## config.mk

```make
export PLATFORM = sky130hd
export DESIGN_NAME = g_mul32_seq
export DESIGN_NICKNAME = d
export VERILOG_FILES = /design/src/rtl/g_mul32_pkg.sv /design/src/rtl/G_FullAdder32.sv /design/src/rtl/g_mul32_seq.sv
export SDC_FILE = /design/constraint.sdc
export NUM_CORES = 1
export LEC_CHECK = 0
export CAP_MARGIN = 20
export CORE_ASPECT_RATIO = 0.6
export CORE_UTILIZATION = 45
export DETAILED_ROUTE_END_ITERATION = 12
export PLACE_DENSITY = 0.72
export RECOVER_POWER = 25
export SLEW_MARGIN = 20
export SYNTH_ARGS = -nofsm -noshare
export SYNTH_HDL_FRONTEND = slang
export SYNTH_HIERARCHICAL = 1
export SYNTH_SLANG_ARGS = --single-unit
```

## constraint.sdc

```tcl
create_clock -name Clk -period 12.8 [get_ports Clk]
set_input_delay 1.92 -clock Clk [delete_from_list [all_inputs] [get_ports Clk]]
set_output_delay 1.92 -clock Clk [all_outputs]
set_load 0.05 [all_outputs]
```

## src/rtl/g_mul32_pkg.sv

```systemverilog
// Shared constants and state encoding for the sequential 32x32 multiplier.
package g_mul32_pkg;

  localparam int MUL_W = 32;
  localparam int CNT_W = 6;

  typedef enum logic [1:0] {
    IDLE = 2'b00,
    RUN  = 2'b01,
    DONE = 2'b10
  } state_t;

endpackage

```

## src/rtl/G_FullAdder32.sv

```systemverilog
// Gate-level 32-bit ripple-carry adder; outputs forced low when disabled.
module G_FullAdder32 (
  input  logic [31:0] In1,
  input  logic [31:0] In2,
  input  logic        CI,
  input  logic        Enable,
  output logic [31:0] Sum,
  output logic        CO
);

  logic [32:0] c;
  logic [31:0] s;

  assign c[0] = CI;

  genvar i;
  generate
    for (i = 0; i < 32; i++) begin : g_bit
      assign s[i]   = In1[i] ^ In2[i] ^ c[i];
      assign c[i+1] = (In1[i] & In2[i]) | (c[i] & (In1[i] ^ In2[i]));
    end
  endgenerate

  assign Sum = Enable ? s : 32'h0;
  assign CO  = Enable ? c[32] : 1'b0;

endmodule

```

## src/rtl/g_mul32_seq.sv

```systemverilog
// Sequential 32x32 unsigned shift-add multiplier built around G_FullAdder32.
//
// state | meaning
// IDLE  | waiting for Start; operands latched on acceptance
// RUN   | one shift-add iteration per cycle, 32 iterations
// DONE  | Out valid, Done pulses for one cycle
import g_mul32_pkg::*;

module g_mul32_seq #(
  parameter int WIDTH = MUL_W
) (
  input  logic               Clk,
  input  logic               Rst_n,
  input  logic               Start,
  input  logic [WIDTH-1:0]   In1,
  input  logic [WIDTH-1:0]   In2,
  output logic [2*WIDTH-1:0] Out,
  output logic               Busy,
  output logic               Done
);

  state_t           state;
  logic [31:0]      a;
  logic [63:0]      p;
  logic [CNT_W-1:0] cnt;
  logic [31:0]      sum;
  logic             co;
  logic [63:0]      p_next;

  G_FullAdder32 u_adder (
    .In1    (p[63:32]),
    .In2    (a),
    .CI     (1'b0),
    .Enable (1'b1),
    .Sum    (sum),
    .CO     (co)
  );

  // The adder carry-out becomes P[63] when the multiplier bit is set.
  always_comb begin
    p_next = {1'b0, p[63:32], p[31:1]};
    if (p[0]) p_next = {co, sum, p[31:1]};
  end

  always_ff @(posedge Clk) begin
    if (!Rst_n) begin
      state <= IDLE;
      a     <= '0;
      p     <= '0;
      cnt   <= '0;
      Out   <= '0;
      Busy  <= 1'b0;
      Done  <= 1'b0;
    end else begin
      case (state)
        IDLE: begin
          Done <= 1'b0;
          if (Start) begin
            a     <= In1;
            p     <= {32'h0, In2};
            cnt   <= '0;
            Busy  <= 1'b1;
            state <= RUN;
          end
        end
        RUN: begin
          p   <= p_next;
          cnt <= cnt + 1'b1;
          if (cnt == CNT_W'(MUL_W - 1)) begin
            Out   <= p_next;
            Done  <= 1'b1;
            state <= DONE;
          end
        end
        DONE: begin
          Done  <= 1'b0;
          Busy  <= 1'b0;
          state <= IDLE;
        end
        default: begin
          Done  <= 1'b0;
          Busy  <= 1'b0;
          state <= IDLE;
        end
      endcase
    end
  end

endmodule

```

==> results list <==
- For the pin with the worst max-slew slack, the measured transition is 4.35 ns.
* Share of the synthesized area in the top cell type: 43.2%
* I/O Pins: about 130
- The routed design has 19.0 mm of wire.
- Final Wtd Congestion: a little under 0.8
- Setup repair after global routing left no endpoint under its margin.
- The hold violation total from the final report came to 0.
- The clock passes through at most 2 buffers.
- The first detailed-routing pass took 8 iterations.
* Post-DR wirelength/cell: about 16 um
- Path class of the lowest-slack min-delay path: flip-flop to flip-flop
* Part of the Yosys area used for sequential elements: 43.2%
- After clock tree synthesis, the flow added hold-fix buffers numbering 0.
- Number of placement rows: 37
- STA classifies the critical path endpoint as a flip-flop.
- Category of the worst setup path launch point: flip-flop
- The biggest area contributor in the post-synthesis netlist is sky130_fd_sc_hd__dfxtp_1.
* Max Clk Rate: 80.2 MHz
- Number of buffers inserted during clock tree synthesis: 17
- Of all nets on the critical path, the largest fanout is 2.
- After detailed routing, the wire length on met1 is 10.0 mm.
- Across the VDD grid, the largest voltage drop is 0.0852 mV.
* Overall die area: between 0.015 and 0.02 mm^2
- Number of nets at the end of the flow: approximately 1100
* Number of antenna violations at the first check in global routing: 0
- Detailed routing inserted a total of 6312 vias.
* Fraction of layout cells with a size suffix above 1: 9.34%
* Core Footprint: 0.0171 mm^2
- Violations in the final reports: capacitance limit, slew limit
* Library cell contributing the largest single delay on the critical path: sky130_fd_sc_hd__fa_1
* Residual overflow from global routing: 0
- PortBufs: 132
* Static leakage power: 0.00362 uW
- During synthesis, Yosys emitted a total of 6 warnings.
* Clock insertion delay at the later pin of the skew report: 0.42 ns
- In this run the remaining antenna-violating nets after routing total 0.
* Crit-path leading delay family: adder cells
* Synthesis-to-finish area growth: 25.7%
* Met3 WL: 876 um
- After synthesis, the netlist uses 46 different library cells.
- Data arrival time of the critical path: 12.78 ns
* Fraction of the cycle the final worst path needs: 97.4%
- Required time of the worst setup path: 13.11 ns
- After detailed routing, the number of vias per cell comes to 5.18.
* Number of enable-type register cells in the synthesized netlist: 0
- TritonCTS built the clock tree.
* Clock root buffer: sky130_fd_sc_hd__clkbuf_16
- 0 antenna diodes ended up in the layout.
* Final Core Density: 57.9%
* Post-synthesis cell area: 0.00788 mm^2
- Cell seen most often among critical-path stages: sky130_fd_sc_hd__fa_2
* Post-Synthesis Cells: 877
- Counting flops and latches in the post-synthesis netlist gives 170.
- Post-CTS setup-driven buffer insertion count: 0
- Setup slack of the worst register-to-register path: roughly 0.33 ns
- Buffering stage count on the worst path with inverters included: 3
- After clock tree synthesis, the clock-pin slew on the worst setup and hold paths is 0.07 ns.
- Pins over their slew limit: 157
- After routing, the total negative slack on setup checks comes to 0 ns.
* Pin count of the biggest net entering global routing: approximately 110
- Clock skew after layout: approximately 0.013 ns
- Starting Density: a little under half
* Met2 WL post-DR: 8.03 mm
* Clock Sink Count: 170
* Delay of the slowest critical-path stage: 0.48 ns
* Run status: complete, but fails checks
- The first global-routing pass estimated around 31 mm of wire.
- In this run the number of H-tree levels came out at 4.
- Synth Flop Type: sky130_fd_sc_hd__dfxtp_1
- Vias in the first global route: 6003
* Max-cap viol count: 2
* Y dimension of the die: 105 um
- Die outline width: 173 um
- Max-slew headroom at the worst pin: -190%
* Areal power density over the cells: 125 mW/mm^2
- For this block, the initial DRC count from the detailed router was roughly 500.
- Overall power consumption after layout is estimated at 1230 uW.
- In the routed design, unresolved DRC markers number 0.
- Worst setup path category: flip-flop to flip-flop
- In the synthesized netlist the async set-or-reset flop fraction comes to 0%.
- Summed over all nets, the half-perimeter wirelength after detailed placement is 12.0 mm.
- For the finished layout, the period the worst path requires is approximately 12 ns.
- Ranked by total cell area, the synthesized netlist is headed by sky130_fd_sc_hd__dfxtp_1, sky130_fd_sc_hd__fa_1, sky130_fd_sc_hd__nand2_1.
* Max Used Layer: met4
- The average instance in the mapped netlist occupies 8.99 um^2.
- Once placement finished, the instance area stood at 0.00923 mm^2.
* Total global routing track utilization: 21.4%
* Final instance area: 0.00991 mm^2
* Final-report setup violation count: 0
## what timing repair did
item / 4_1_cts / 5_1_grt
pin swaps: 5 / 6
setup endpoints to repair: 7 / 6
gates resized for setup: 16 / 6
## where the power goes
part	leakage [uW]	internal (uW)	total, uW	switching, uW
logic	0.00193	51.8	118	66.4
clock network	0.000303	319	547	228
registers	0.00138	549	569	20.0
total	0.00362	920	1230	314
## metal layers
layer  up-vias  track usage, %
met3        15            4.06
li1       3108               -
met2       162            31.3
met4         0            5.06
met1      3027            32.3
met5         -               0
## worst min-delay path, stage by stage, from the launching register on
cell                      delay (ns)
sky130_fd_sc_hd__dfxtp_1        0.31
sky130_fd_sc_hd__nand2_1        0.05
sky130_fd_sc_hd__mux2i_1        0.05
## synth_stat cells, drive strengths merged (3+ instances only)
master and instances:
mux2 16, fa 32, mux2i 49, and2 3
buf 37, clkbuf 36, and2b 29, o21ai 16
nor2 66, nor2b 5, nand4 16, o211a 16
o2bb2ai 17, a21oi 48, nand2 162, dfxtp 170
inv 68, o221ai 31, nand3 34
## state kept, by name (all words and copies together) (netlist names)
| signal | cells |
|---|---|
| Done | 1 |
| state | 2 |
| Out | 64 |
| cnt | 6 |
| a | 32 |
| Busy | 1 |
| p | 64 |
## kinds of logic (layout without fill, tap and decap cells)
kind of cell	Yosys count	count (layout)	share of synthesized area [%]
other	2	7	0.0953
AO/OA/AOI/OAI	141	141	12.9
buffers and inverters	141	244	8.24
multiplexers	65	65	8.51
AND/OR/NAND/NOR	325	325	18.8
flip-flops	170	170	43.2
adder cells (fa/ha/maj)	33	33	8.28
## worst paths after layout
kind | cells past startpoint | endpoint | from
worst max register to register | 39 | Out[62] | p[32]
worst max-delay path | 39 | Out[62] | p[32]
worst min register to register | 2 | Out[11] | Out[11]
worst min-delay path | 2 | Out[11] | Out[11]
## metrics by stage
step                      cells  setup slack (ns)  hold WS, ns
after CTS                  1219           0.00136        0.456
after floorplan             882           0.00283        0.436
after global placement     1187            -0.376        0.443
final                      1219             0.330        0.454
after detailed placement   1187            -0.591        0.447
after global routing       1219            0.0112        0.472
## cell type report
class / count / area [um^2]
Tap cell: 234 / 293
Clock inverter: 13 / 181
Timing Repair Buffer: 144 / 1400
Multi-Input combinational cell: 571 / 3930
Clock buffer: 19 / 443
Fill cell: 1536 / 7220
Sequential cell: 170 / 3400
Inverter: 68 / 255
## cell usage in the layout (no fill, tap or decap), drive strengths merged, types with 17 or more instances in the layout
| cell | n |
|---|---|
| dfxtp | 170 |
| nand2 | 162 |
| clkdlybuf4s50 | 131 |
| inv | 75 |
| nor2 | 66 |
| mux2i | 49 |
| a21oi | 48 |
| nand3 | 34 |
| fa | 32 |
| o221ai | 31 |
| and2b | 29 |
| clkbuf | 21 |
| o2bb2ai | 17 |
Note: power is estimated with default switching activity, not from simulation.
